## src/rtl/classify_arbiter_pkg.sv

```systemverilog
// Shared types and default sizes for the classify_arbiter slice: engine state
// encoding and the packed result record published on each completed request.
package classify_pkg;

    localparam int DEFAULT_WIDTH = 8;
    localparam int DEFAULT_N_REQ = 4;

    typedef enum logic [1:0] {
        IDLE = 2'd0,
        RUN  = 2'd1,
        DONE = 2'd2
    } state_t;

    typedef struct packed {
        logic       odd;
        logic [1:0] rem_3;
        logic       div_3;
        logic [1:0] rem_4;
        logic       div_4;
    } result_t;

endpackage

```

## src/rtl/classify_arbiter_mod3_engine.sv

```systemverilog
// Iterative mod-3 engine: loads an operand on start, then subtracts 3 per clock
// until the accumulator drops below 3, at which point fin/rem/div are valid.
module mod3_engine
    import classify_pkg::*;
#(
    parameter int WIDTH = DEFAULT_WIDTH
) (
    input  logic             clk,
    input  logic             rst_n,
    input  logic             start,
    input  logic [WIDTH-1:0] operand,
    output logic [1:0]       rem,
    output logic             div,
    output logic             fin
);

    localparam logic [WIDTH-1:0] THREE = WIDTH'(3);

    logic [WIDTH-1:0] acc_q;
    logic [WIDTH-1:0] acc_d;

    // The >= 3 guard means the subtraction can never wrap
    always_comb begin
        acc_d = acc_q;
        if (start) begin
            acc_d = operand;
        end else if (acc_q >= THREE) begin
            acc_d = acc_q - THREE;
        end
    end

    always_ff @(posedge clk or negedge rst_n) begin
        if (!rst_n) begin
            acc_q <= '0;
        end else begin
            acc_q <= acc_d;
        end
    end

    assign fin = (acc_q < THREE);
    assign rem = acc_q[1:0];
    assign div = (acc_q == '0);

endmodule

```

## src/rtl/classify_arbiter.sv

```systemverilog
// Round-robin arbiter and sequencer sharing one mod3_engine among N_REQ
// requesters; returns parity, mod-3 and mod-4 classification per request.
module classify_arbiter
    import classify_pkg::*;
#(
    parameter int N_REQ = DEFAULT_N_REQ,
    parameter int WIDTH = DEFAULT_WIDTH,
    parameter int ID_W  = $clog2(N_REQ)
) (
    input  logic                   clk,
    input  logic                   rst_n,
    input  logic [N_REQ-1:0]       req,
    input  logic [N_REQ*WIDTH-1:0] num_flat,
    output logic [N_REQ-1:0]       gnt,
    output logic                   busy,
    output logic                   done,
    output logic [ID_W-1:0]        done_id,
    output logic                   odd,
    output logic [1:0]             rem_3,
    output logic                   div_3,
    output logic [1:0]             rem_4,
    output logic                   div_4
);

    localparam logic [ID_W-1:0] LAST_RESET = ID_W'(N_REQ - 1);

    state_t          state_q, state_d;
    logic [ID_W-1:0] last_q, last_d;
    logic [ID_W-1:0] id_q, id_d;
    logic [ID_W-1:0] done_id_q, done_id_d;
    result_t         stage_q, stage_d;
    result_t         result_q, result_d;

    logic [ID_W-1:0]  winner;
    logic             found;
    logic             start;
    logic [WIDTH-1:0] win_operand;
    logic [1:0]       eng_rem;
    logic             eng_div;
    logic             eng_fin;

    // Search starts one past the previous winner so every requester gets a turn
    always_comb begin
        winner = '0;
        found  = 1'b0;
        for (int k = 1; k <= N_REQ; k++) begin
            if (!found && req[(int'(last_q) + k) % N_REQ]) begin
                found  = 1'b1;
                winner = ID_W'((int'(last_q) + k) % N_REQ);
            end
        end
    end

    assign win_operand = num_flat[int'(winner) * WIDTH +: WIDTH];
    assign start       = (state_q == IDLE) && found;

    always_comb begin
        gnt = '0;
        if (rst_n && start) begin
            gnt[winner] = 1'b1;
        end
    end

    always_comb begin
        state_d   = state_q;
        last_d    = last_q;
        id_d      = id_q;
        done_id_d = done_id_q;
        stage_d   = stage_q;
        result_d  = result_q;
        case (state_q)
            IDLE: begin
                if (found) begin
                    last_d        = winner;
                    id_d          = winner;
                    stage_d       = '0;
                    stage_d.odd   = win_operand[0];
                    stage_d.rem_4 = win_operand[1:0];
                    stage_d.div_4 = (win_operand[1:0] == 2'b00);
                    state_d       = RUN;
                end
            end
            RUN: begin
                if (eng_fin) begin
                    result_d       = stage_q;
                    result_d.rem_3 = eng_rem;
                    result_d.div_3 = eng_div;
                    done_id_d      = id_q;
                    state_d        = DONE;
                end
            end
            DONE: begin
                state_d = IDLE;
            end
            default: begin
                state_d = IDLE;
            end
        endcase
    end

    always_ff @(posedge clk or negedge rst_n) begin
        if (!rst_n) begin
            state_q   <= IDLE;
            last_q    <= LAST_RESET;
            id_q      <= '0;
            done_id_q <= '0;
            stage_q   <= '0;
            result_q  <= '0;
        end else begin
            state_q   <= state_d;
            last_q    <= last_d;
            id_q      <= id_d;
            done_id_q <= done_id_d;
            stage_q   <= stage_d;
            result_q  <= result_d;
        end
    end

    mod3_engine #(
        .WIDTH (WIDTH)
    ) u_engine (
        .clk     (clk),
        .rst_n   (rst_n),
        .start   (start),
        .operand (win_operand),
        .rem     (eng_rem),
        .div     (eng_div),
        .fin     (eng_fin)
    );

    assign busy    = (state_q != IDLE);
    assign done    = (state_q == DONE);
    assign done_id = done_id_q;
    assign odd     = result_q.odd;
    assign rem_3   = result_q.rem_3;
    assign div_3   = result_q.div_3;
    assign rem_4   = result_q.rem_4;
    assign div_4   = result_q.div_4;

endmodule

```

## config.mk

```make
export PLATFORM = sky130hd
export DESIGN_NAME = classify_arbiter
export DESIGN_NICKNAME = d
export VERILOG_FILES = /design/src/rtl/classify_arbiter_pkg.sv /design/src/rtl/classify_arbiter_mod3_engine.sv /design/src/rtl/classify_arbiter.sv
export SDC_FILE = /design/constraint.sdc
export NUM_CORES = 1
export LEC_CHECK = 0
export ABC_AREA = 1
export CORE_UTILIZATION = 48
export DETAILED_ROUTE_END_ITERATION = 16
export PLACE_DENSITY = 0.81
export SKIP_LAST_GASP = 1
export SYNTH_ARGS = -nofsm -noshare
export SYNTH_HDL_FRONTEND = slang
export SYNTH_SLANG_ARGS = --single-unit
```

## constraint.sdc

```tcl
create_clock -name clk -period 2.4 [get_ports clk]
set_input_delay 0.36 -clock clk [delete_from_list [all_inputs] [get_ports clk]]
set_output_delay 0.36 -clock clk [all_outputs]
set_load 0.01 [all_outputs]
```

==> results of run 1 <==
layout make-up:
class,instances,area (um2),area share
sequential,25,628,0.244
tap,48,60.1,0.0233
multi-input combinational,205,1060,0.413
clock buffer,4,45.0,0.0175
inverter,26,100,0.0389
timing repair buffer,74,678,0.263
Yosys cell counts:
cell                       count
sky130_fd_sc_hd__buf_2         2
sky130_fd_sc_hd__nor2_4        2
sky130_fd_sc_hd__a21oi_1       4
sky130_fd_sc_hd__buf_6         4
sky130_fd_sc_hd__xnor2_1       1
sky130_fd_sc_hd__dfstp_2       2
sky130_fd_sc_hd__ha_1          2
sky130_fd_sc_hd__o21bai_1      1
sky130_fd_sc_hd__a21oi_2       1
sky130_fd_sc_hd__nor2_8        1
sky130_fd_sc_hd__a31oi_1       1
sky130_fd_sc_hd__nand3_4       2
sky130_fd_sc_hd__nor2_1       15
sky130_fd_sc_hd__nor4_1        1
sky130_fd_sc_hd__nand3_2       1
sky130_fd_sc_hd__nand2_4       6
sky130_fd_sc_hd__o21ai_1       2
sky130_fd_sc_hd__nor3_1        5
sky130_fd_sc_hd__inv_4         1
sky130_fd_sc_hd__dfrtp_1      23
sky130_fd_sc_hd__nand2_2      16
sky130_fd_sc_hd__nand3_1      16
sky130_fd_sc_hd__o21ai_0      14
sky130_fd_sc_hd__nor2_2        3
sky130_fd_sc_hd__inv_1        18
sky130_fd_sc_hd__nand2_1     103
sky130_fd_sc_hd__buf_4         2
sky130_fd_sc_hd__nand4_1       2
sky130_fd_sc_hd__xor2_1        6
sky130_fd_sc_hd__inv_2         7
power groups by stage:
stage | Sequential [mW] | Clock, mW | Combinational (mW)
CTS | 0.619 | 0.251 | 1.34
global route | 0.631 | 0.271 | 1.51
global placement | 0.624 | 0 | 1.27
floorplan | 0.612 | 0 | 0.940
detailed placement | 0.631 | 0 | 1.31
finish | 0.621 | 0.247 | 1.34
final timing paths:
| path | from | to | slack, ns | cells past startpoint |
|---|---|---|---|---|
| worst max-delay path | last_q[0] | gnt[2] | -0.02 | 12 |
| min in group asynchronous | rst_n | u_engine.acc_q[1] | 0.60 | 2 |
| worst max register to register | last_q[0] | stage_q[0] | 0.21 | 16 |
| max in group asynchronous | rst_n | last_q[1] | 1.52 | 2 |
| worst min register to register | div_3 | div_3 | 0.48 | 2 |
| worst min-delay path | div_3 | div_3 | 0.48 | 2 |
stage by stage:
step / power [mW] / hold WS, ns / std cells / setup slack (ns) / cell area (um2)
finish: 2.21 / 0.482 / 382 / -0.0219 / 2580
global route: 2.41 / 0.515 / 382 / -0.140 / 2580
CTS: 2.21 / 0.488 / 382 / -0.0253 / 2570
detailed placement: 1.94 / 0.466 / 373 / -0.330 / 2500
global placement: 1.90 / 0.453 / 373 / -0.292 / 2500
floorplan: 1.55 / 0.0644 / 264 / 0.243 / 1850
what timing repair did:
action                     CTS  global route
pin swaps                    1             0
gates resized for setup     19             3
setup endpoints to repair    4             4
setup buffers                5             0
worst max-delay path: cells and delay by family (launching register included):
family | cells | cell delay [ns]
AND/OR/NAND/NOR | 9 | 0.84
flip-flops | 1 | 0.59
buffers and inverters | 3 | 0.36
registers in the layout, summed over array words and instances (netlist names):
register / cells
div_3: 1
div_4: 1
done_id: 2
id_q: 2
last_q: 2
rem_3: 2
rem_4: 2
stage_q: 3
state_q: 2
u_engine.acc_q: 8
metal layers:
metal | track usage | part of all wire | vias to the layer above
li1 | - | - | 964
met1 | 0.287 | 0.46 | 836
met2 | 0.422 | 0.48 | 66
met3 | 0.0232 | 0.038 | 6
met4 | 0.0994 | 0.021 | 0
met5 | 0 | 0 | -
logic make-up (layout without fill, tap and decap cells):
group	after synthesis	count (layout)
AOI/OAI and AO/OA	23	23
DFF	25	25
xor gates and xnor gates	7	7
and+or+nand+nor	173	173
buffers and inverters	34	104
adders and majority gates	2	2
==> flow_results.xml, run 1 <==
<?xml version="1.0" encoding="UTF-8"?>
<metrics>
  <group name="clock_network">
    <metric name="clock_latency" unit="ns">0.26</metric>
    <metric name="cts.root.buffer_cell" unit="">sky130_fd_sc_hd__clkbuf_8</metric>
    <metric name="number_of_h_tree_levels" unit="">1</metric>
    <metric name="clockBufferDepth" unit="">2</metric>
    <metric name="numClockSinks" unit="">25</metric>
    <metric name="clk_transition_reported_paths" unit="ns">0.08</metric>
    <metric name="cts_tree" unit="">done</metric>
    <metric name="ctsHoldBuffers" unit="">0</metric>
    <metric name="cts_buffer_count" unit="">3</metric>
  </group>
  <group name="yosys">
    <metric name="yosys.area.top_type" unit="">sky130_fd_sc_hd__dfrtp_1</metric>
    <metric name="syn_avg_cell_area" unit="um2">7.00</metric>
    <metric name="synth-warning-count" unit="">0</metric>
    <metric name="yosys.cell_types.count" unit="">30</metric>
    <metric name="synth_adder_area_share" unit="">0.0135</metric>
    <metric name="post_synth_mux_area_share" unit="">0</metric>
    <metric name="synth_top_family_by_area" unit="">simple AND/OR/NAND/NOR gates</metric>
    <metric name="synthesis.instances" unit="">264</metric>
    <metric name="post_synthesis_sequential_area_ratio" unit="">0.340</metric>
    <metric name="synth_compound_area_frac" unit="">0.0664</metric>
    <metric name="synthDominantCellAreaShare" unit="">0.311</metric>
    <metric name="xor_xnor_portion_of_the_synthesized_cell_area" unit="">0.0332</metric>
    <metric name="synth_seq_cells" unit="">25</metric>
    <metric name="synth.net_count" unit="">304</metric>
    <metric name="post_synth_and_or_nand_nor_area_fraction" unit="">0.455</metric>
    <metric name="synth_area" unit="mm2">0.00185</metric>
    <metric name="post_synth_main_area_contributors" unit="">sky130_fd_sc_hd__dfrtp_1, sky130_fd_sc_hd__nand2_1, sky130_fd_sc_hd__nand2_2, sky130_fd_sc_hd__nand3_1, sky130_fd_sc_hd__o21ai_0</metric>
  </group>
  <group name="sta">
    <metric name="final.setup_skew" unit="ns">0.00442</metric>
    <metric name="total_negative_slack" unit="ns">-0.0326</metric>
    <metric name="unrepaired_setup_endpoints_after_global_routing" unit="">yes</metric>
    <metric name="timing.fmax" unit="GHz">0.413</metric>
    <metric name="post-route-min-period" unit="ns">2.42</metric>
    <metric name="max_slew.worst_pin.slew" unit="ns">0.402</metric>
    <metric name="fin_ws" unit="ns">-0.0219</metric>
    <metric name="final_min_period_over_clock_period" unit="">1.01</metric>
    <metric name="endpoints_failing_setup" unit="">2</metric>
    <metric name="slew_headroom" unit="">0.731</metric>
    <metric name="drv_slew" unit="">0</metric>
    <metric name="finalHoldViolations" unit="">0</metric>
  </group>
  <group name="worst_setup_path">
    <metric name="timing.critical_path.required" unit="ns">2.04</metric>
    <metric name="crit_path_top_delay_cell" unit="">sky130_fd_sc_hd__dfstp_2</metric>
    <metric name="cp-start-kind" unit="">register</metric>
    <metric name="crit_path_cell_trace" unit="">inv_4, nand2_1, nand2_2, nand2_4, nand2_4, nor2_8, nand3_4, buf_12, nand3_4, nand2_1, nor2_1, buf_2</metric>
    <metric name="crit_arrival" unit="ns">2.06</metric>
    <metric name="cpPeakStageDelay" unit="ns">0.59</metric>
    <metric name="path_max_fanout" unit="">9</metric>
    <metric name="worst_setup_path_end_kind" unit="">output port</metric>
    <metric name="critical_path_class" unit="">reg2out</metric>
  </group>
  <group name="global_route">
    <metric name="gr-usage-all-layers" unit="">0.236</metric>
    <metric name="grt_overflow_total" unit="">0</metric>
    <metric name="grt_pass1_vias" unit="">1786</metric>
    <metric name="grt_pass1_wl" unit="um">7490</metric>
    <metric name="number_of_antenna_violations_at_the_first_check_in_global_routing" unit="">0</metric>
    <metric name="largest_net_degree_at_the_start_of_global_routing" unit="">26</metric>
  </group>
  <group name="route">
    <metric name="detail_route.first_pass.iterations" unit="">4</metric>
    <metric name="vias_per_cell" unit="">4.90</metric>
    <metric name="route.vias.total" unit="">1872</metric>
    <metric name="iter_0_drt_violations" unit="">75</metric>
    <metric name="avgRoutedWirePerCell" unit="um">11.2</metric>
    <metric name="routed_wirelength" unit="um">4300</metric>
    <metric name="antenna_violating_nets_post_route" unit="">0</metric>
    <metric name="post-route-drc-count" unit="">0</metric>
  </group>
  <group name="power">
    <metric name="power.share.sequential" unit="">0.281</metric>
    <metric name="power.density_cell_area" unit="mW/mm2">858</metric>
    <metric name="ir_drop" unit="uV">389</metric>
    <metric name="netSwitchingFraction" unit="">0.440</metric>
    <metric name="power.static_leakage" unit="nW">1.31</metric>
    <metric name="combPwrFrac" unit="">0.608</metric>
    <metric name="total_switching_power" unit="uW">973</metric>
    <metric name="cell_internal_pwr" unit="mW">1.24</metric>
    <metric name="share_clk_of_total_power" unit="">0.112</metric>
  </group>
  <group name="floorplan">
    <metric name="core" unit="mm2">0.00369</metric>
    <metric name="dieArea" unit="mm2">0.00410</metric>
    <metric name="placement_rows" unit="">22</metric>
    <metric name="fp.dieH" unit="um">64.1</metric>
    <metric name="initial_utilization" unit="">0.501</metric>
    <metric name="design.portCount" unit="">53</metric>
    <metric name="floorplan.die.width" unit="um">64.1</metric>
  </group>
  <group name="job">
    <metric name="drv_cap" unit="">0</metric>
  </group>
  <group name="final_layout">
    <metric name="mostFrequentLayoutCell" unit="">sky130_fd_sc_hd__nand2_1</metric>
    <metric name="utilization" unit="">0.698</metric>
    <metric name="flow.area_growth_from_synthesis" unit="%">39.4</metric>
    <metric name="fillers" unit="">348</metric>
    <metric name="n_antenna_cell" unit="">0</metric>
    <metric name="layout_nets" unit="">375</metric>
    <metric name="final_layout_size_suffix_gt1_frac" unit="">0.222</metric>
    <metric name="most_frequent_cells_in_the_layout" unit="">sky130_fd_sc_hd__nand2_1, sky130_fd_sc_hd__clkdlybuf4s50_1, sky130_fd_sc_hd__dfrtp_1</metric>
  </group>
  <group name="outcome">
    <metric name="outcome" unit="">finished, violations left</metric>
    <metric name="failed_checks" unit="">negative setup slack</metric>
  </group>
  <group name="placed_design">
    <metric name="dp_hpwl" unit="um">3380</metric>
    <metric name="place.gp.congestion" unit="">0.817</metric>
    <metric name="port_buffers" unit="">52</metric>
  </group>
  <group name="min_path">
    <metric name="hold_path_class" unit="">reg2reg</metric>
  </group>
</metrics>
(Power assumes the default switching activity.)
==> run 2: changes to the inputs <==
CORE_MARGIN = 1   (was unset)
==> results of run 2 <==
Final layout, timing and power as in run 1 (identical DEF).
